### src/rtl/fetch_stage.sv
// fetch_stage: instruction-fetch stage of the five-stage RISC-V pipeline.
//
// Owns the program counter, issues word reads to instruction memory over a
// req/valid handshake and presents fetched words to ID through an IF/ID
// output register backed by a one-entry skid buffer. Honours stalls from ID
// and branch/jump redirects from EX (redirect wins over stall and transfer).
//
// Ports:
//   clk, reset            clock; asynchronous active-high reset
//   imem_req / imem_addr  read request and byte address (address == PC)
//   imem_rdata/imem_valid read data and response strobe
//   id_stall              ID cannot accept; output register holds
//   redirect/redirect_pc  taken branch/jump target from EX; flushes IF/ID
//   instr_valid/instruction/PC_n  IF/ID output register
//   fetch_count           accepted-instruction counter (FETCH_PERF_CNT_EN only)
//
// Build option: define FETCH_PERF_CNT_EN to add the fetch_count port/counter.

module fetch_stage #(
    parameter logic [31:0] RESET_PC  = 32'h0000_0000,
    parameter logic [31:0] NOP_INSTR = 32'h0000_0013
) (
    input  logic        clk,
    input  logic        reset,
    output logic        imem_req,
    output logic [31:0] imem_addr,
    input  logic [31:0] imem_rdata,
    input  logic        imem_valid,
    input  logic        id_stall,
    input  logic        redirect,
    input  logic [31:0] redirect_pc,
    output logic        instr_valid,
    output logic [31:0] instruction,
    output logic [31:0] PC_n
`ifdef FETCH_PERF_CNT_EN
    ,
    output logic [31:0] fetch_count
`endif
);

    typedef enum logic [1:0] {
        ST_BOOT,
        ST_FETCH,
        ST_HOLD,
        ST_DRAIN
    } state_e;

    state_e      state_q, state_d;
    logic [31:0] pc_q, pc_d;
    logic [31:0] tgt_q, tgt_d;
    logic        out_valid_q, out_valid_d;
    logic [31:0] out_instr_q, out_instr_d;
    logic [31:0] out_pc_q, out_pc_d;
    logic        skid_valid_q, skid_valid_d;
    logic [31:0] skid_instr_q, skid_instr_d;
    logic [31:0] skid_pc_q, skid_pc_d;

    logic xfer;
    logic accept;
    logic out_hold;
    logic to_skid;

    // Request is a pure function of state so reset drops it asynchronously.
    assign imem_req    = (state_q == ST_FETCH) || (state_q == ST_DRAIN);
    assign imem_addr   = pc_q;
    assign instr_valid = out_valid_q;
    assign instruction = out_instr_q;
    assign PC_n        = out_pc_q;

    assign xfer     = imem_req && imem_valid;
    // Only a FETCH-state transfer without redirect delivers a usable word.
    assign accept   = (state_q == ST_FETCH) && xfer && !redirect;
    assign out_hold = id_stall && out_valid_q;
    // Skid is only ever filled from FETCH, and FETCH never runs with the
    // skid full (a fill moves to HOLD), so ordering is preserved.
    assign to_skid  = accept && out_hold;

    always_comb begin
        state_d      = state_q;
        pc_d         = pc_q;
        tgt_d        = tgt_q;
        out_valid_d  = out_valid_q;
        out_instr_d  = out_instr_q;
        out_pc_d     = out_pc_q;
        skid_valid_d = skid_valid_q;
        skid_instr_d = skid_instr_q;
        skid_pc_d    = skid_pc_q;

        // IF/ID output register and skid
        if (redirect) begin
            out_valid_d  = 1'b0;
            out_instr_d  = NOP_INSTR;
            skid_valid_d = 1'b0;
        end else begin
            if (!out_hold) begin
                if (skid_valid_q) begin
                    out_valid_d  = 1'b1;
                    out_instr_d  = skid_instr_q;
                    out_pc_d     = skid_pc_q;
                    skid_valid_d = 1'b0;
                end else if (accept) begin
                    out_valid_d = 1'b1;
                    out_instr_d = imem_rdata;
                    out_pc_d    = pc_q;
                end else begin
                    out_valid_d = 1'b0;
                    out_instr_d = NOP_INSTR;
                end
            end
            if (to_skid) begin
                skid_valid_d = 1'b1;
                skid_instr_d = imem_rdata;
                skid_pc_d    = pc_q;
            end
        end

        // PC / state sequencing
        case (state_q)
            ST_BOOT: begin
                if (redirect) begin
                    pc_d = redirect_pc;
                end
                state_d = ST_FETCH;
            end
            ST_FETCH: begin
                if (xfer) begin
                    if (redirect) begin
                        pc_d = redirect_pc;
                    end else begin
                        pc_d = pc_q + 32'd4;
                        if (to_skid) begin
                            state_d = ST_HOLD;
                        end
                    end
                end else if (redirect) begin
                    // Request must complete at the old address first.
                    tgt_d   = redirect_pc;
                    state_d = ST_DRAIN;
                end
            end
            ST_DRAIN: begin
                if (redirect) begin
                    tgt_d = redirect_pc;
                end
                if (xfer) begin
                    pc_d    = redirect ? redirect_pc : tgt_q;
                    state_d = ST_FETCH;
                end
            end
            ST_HOLD: begin
                if (redirect) begin
                    pc_d    = redirect_pc;
                    state_d = ST_FETCH;
                end else if (!id_stall) begin
                    state_d = ST_FETCH;
                end
            end
            default: state_d = ST_BOOT;
        endcase
    end

    always_ff @(posedge clk or posedge reset) begin
        if (reset) begin
            state_q      <= ST_BOOT;
            pc_q         <= RESET_PC;
            tgt_q        <= '0;
            out_valid_q  <= 1'b0;
            out_instr_q  <= NOP_INSTR;
            out_pc_q     <= '0;
            skid_valid_q <= 1'b0;
            skid_instr_q <= '0;
            skid_pc_q    <= '0;
        end else begin
            state_q      <= state_d;
            pc_q         <= pc_d;
            tgt_q        <= tgt_d;
            out_valid_q  <= out_valid_d;
            out_instr_q  <= out_instr_d;
            out_pc_q     <= out_pc_d;
            skid_valid_q <= skid_valid_d;
            skid_instr_q <= skid_instr_d;
            skid_pc_q    <= skid_pc_d;
        end
    end

`ifdef FETCH_PERF_CNT_EN
    logic [31:0] count_q, count_d;

    always_comb begin
        count_d = count_q;
        if (out_valid_q && !id_stall && !redirect) begin
            count_d = count_q + 32'd1;
        end
    end

    always_ff @(posedge clk or posedge reset) begin
        if (reset) begin
            count_q <= '0;
        end else begin
            count_q <= count_d;
        end
    end

    assign fetch_count = count_q;
`endif

endmodule

### config.mk
export PLATFORM = sky130hd
export DESIGN_NAME = fetch_stage
export DESIGN_NICKNAME = d
export VERILOG_FILES = /design/src/rtl/fetch_stage.sv
export SDC_FILE = /design/constraint.sdc
export NUM_CORES = 1
export LEC_CHECK = 0
export BUFFER_PORTS_ARGS = -buffer_cell sky130_fd_sc_hd__buf_2
export CAP_MARGIN = 20
export CELL_PAD_IN_SITES_DETAIL_PLACEMENT = 1
export CELL_PAD_IN_SITES_GLOBAL_PLACEMENT = 1
export CORE_MARGIN = 4
export CORE_UTILIZATION = 40
export DETAILED_ROUTE_END_ITERATION = 16
export HOLD_SLACK_MARGIN = 0.12
export PLACE_DENSITY_LB_ADDON = 0.1
export SYNTH_ARGS = -nofsm -noshare
export SYNTH_HDL_FRONTEND = slang
export SYNTH_SLANG_ARGS = --single-unit
### constraint.sdc
create_clock -name clk -period 7.8 [get_ports clk]
set_input_delay 0.39 -clock clk [delete_from_list [all_inputs] [get_ports clk]]
set_output_delay 0.39 -clock clk [all_outputs]
set_load 0.03 [all_outputs]
==> summary.txt <==
Outcome = finished clean
Post-Synthesis Cells = 851
Worst Setup Start Kind = primary input
Setup violations, final = 0
Worst reg2reg path startpoint = state_q[0]
Minimum clock period = 2.71 ns
Hold Crit Class = primary input to async pin
Cts repair resizes = 0
Post-synth EDFFs = 0
Cell Rows = 55
Top-area cell type share of the netlist area = 52.7%
Synth Net Count = 921
FFs w/ async S/R, synth = 100%
Total iterations of the first detailed-routing run = 4
Dpl cells = 1250
Postcts setup bufs = 0
Unrepaired setup endpoints after global routing = false
Crit-path cells = buf_2 -> inv_2 -> nand3_1 -> nor3_4 -> buf_4 -> mux2_2
Die width = 159 um
FF-to-FF path depth = 4
Antenna Nets Post-Route = 0
Fmax = 0.369 GHz
Worst slew margin = 33.3%
Worst Path Arrival = 3.03 ns
I/O pins = 167
Drt wl/cell = 20.0 um
Net Sw Frac = 35.3%
Most frequent cell after synthesis = dfrtp_1
Via count = 7106
Worst path top cell family by delay = buffers and inverters
Layout fillers = 2546
Die ar. = 25400 um2
Starting Density = 40.6%
Post-synth cell types = 57
Final Max Tran Viols = 0
Leakage = 0.00483 uW
1st-iter DRT viols = 378
Final Cycle Share = 34.8%
Global-route wire length before repair = 41400 um
Clk slew on worst S/H paths = 0.08 ns
Worst slew pin tran = 0.998 ns
Non-filler cells, final = 1284
Synth area leaders = dfrtp_1 (53%), mux2_2 (11%), o21ai_0 (5.8%)
Clock Skews = 0.0128 ns
Syn. warnings = 0
H-Tree Depth = 4
Seq/Total Area, Yosys = 53.6%
Sw Pwr = 1050 uW
Number of global-route vias before repair = 7157
Core outline area = 22600 um2
Post-CTS Hold Buffers = 0
Setup slack, reg-to-reg = 5.09 ns
Worst setup EP type = flop
Post-Syn Area per Cell = 10.8 um2
Main synth FF type = dfrtp_1
Area Growth Syn to Fin = 17.9%
Area leader, netlist = dfrtp_1
Clock Latency Late Sink = 0.44 ns
CTS root buffer = clkbuf_16
Clock power share = 29.5%
Worst-path fanout max = 64
Pint = 1930 uW
CTS tree = built
DP HPWL = 17300 um
Seq pwr share = 47.1%
Synth cell count leaders = dfrtp_1 (193), nand2_1 (117), o21ai_0 (106)
Yosys reg bits = 196
NumNets Final = 1056
Share of cells above drive strength 1 = 32.4%
Die H = 159 um
Clk sink count = 196
Final Routed Wirelength = 25700 um
I/O Buffers = 166
Reg-to-reg endpoint = skid_pc_q[6]
Diode count = 0
Critical path class = primary input to flop
Antenna violations before repair = 0
Final GP Congestion = 0.815
Via/cell ratio = 5.53
Critical Path RT = 8.12 ns
Largest net degree at the start of global routing = 120
Number of max-cap violations = 0
Comb pwr share = 23.4%
Power Density = 276 nW/um2
VDD IR-drop max = 0.000140 V
CTS Buffer Depth = 2
# DRC = 0
Overall global routing resource usage = 20.2%
Buffer and inverter count on the worst path = 3
CTS Buf Count = 17
Final-report hold violation count = 0
Total grt overflow = 0
Synth Cell Area = 9160 um2
TNS Setup = 0 ns
Slowest stage cell, crit path = buf_4
Largest stage delay, worst path = 0.72 ns
==> layout by cell type (no fill, tap or decap), drive strengths merged, types with 3 or more instances in the layout <==
cell type,count
o221ai,9
nand4,7
o21ai,110
a2bb2oi,11
nor3,8
clkbuf,17
and3,6
a311oi,3
a21oi,35
o211ai,3
a22oi,29
dfrtp,193
mux2i,34
xor2,4
o2111ai,3
nand2b,3
clkinv,6
o22ai,8
dfstp,3
xnor2,4
nand3,24
o21a,4
and2,7
nand2,117
buf,179
mux2,96
and4,7
nor2,24
inv,20
o2bb2a,5
==> state kept, by name, summed over array words and instances, names as in the netlist, 2 cells and up <==
register,flops
state_q,2
skid_pc_q,32
instruction,32
skid_instr_q,32
PC_n,32
tgt_q,32
imem_addr,32
==> through the flow <==
stage	area (um2)	power, uW	setup WS, ns	hold WS, ns	utilization (%)
3_3_place_gp	10200	2100	4.70	0.455	45.0
3_5_place_dp	10200	2130	4.62	0.465	45.0
6_report	10800	2990	5.09	0.124	47.8
5_1_grt	10800	3150	4.88	0.169	47.8
4_1_cts	10700	3020	5.08	0.162	47.6
2_1_floorplan	9160	1880	2.07	0.458	-
==> cell families after synthesis <==
kind of cell | count (synthesis) | synth area share (%)
adder cells (fa/ha/maj) | 1 | 0.137
flip-flops | 196 | 53.6
AND/OR/NAND/NOR | 209 | 10.7
AO/OA/AOI/OAI | 232 | 15.6
multiplexers | 130 | 15.5
XOR/XNOR | 8 | 0.765
buffers and inverters | 75 | 3.73
==> power groups by stage <==
| stage | registers [uW] | logic (uW) | clock network [uW] |
|---|---|---|---|
| finish | 1410 | 698 | 881 |
| detailed placement | 1430 | 701 | 0 |
| CTS | 1410 | 704 | 904 |
| floorplan | 1530 | 342 | 0 |
| global placement | 1420 | 686 | 0 |
| global route | 1440 | 764 | 951 |
==> layer usage <==
metal | GRT usage (%) | share of wire (%) | wire length [um] | vias to the layer above
li1 | - | - | - | 3345
met1 | 30.4 | 50 | 12900 | 3601
met2 | 30.9 | 45 | 11700 | 142
met3 | 3.24 | 3.5 | 907 | 18
met4 | 4.65 | 0.90 | 232 | 0
met5 | 0 | 0 | 0 | -
==> layout make-up <==
class | count | area, um2 | share of cell area (%)
repair buffers | 179 | 968 | 8.97
well taps | 285 | 357 | 3.30
clock buffers | 17 | 425 | 3.94
clock inverters | 15 | 159 | 1.47
flip-flops and latches | 196 | 4910 | 45.5
inverters | 12 | 52.6 | 0.487
multi-input cells | 580 | 3930 | 36.4
==> worst max path at each step <==
| stage | to | startpoint | depth (start not counted) |
|---|---|---|---|
| 6_report | skid_pc_q[6] | redirect | 6 |
| 5_1_grt | skid_pc_q[11] | redirect | 6 |
| 4_1_cts | skid_pc_q[6] | redirect | 6 |
| 3_5_place_dp | skid_pc_q[6] | redirect | 6 |
| 3_3_place_gp | skid_instr_q[26] | redirect | 6 |
| 2_1_floorplan | PC_n[0] | reset | 1 |
Note: power is estimated with default switching activity, not from simulation.
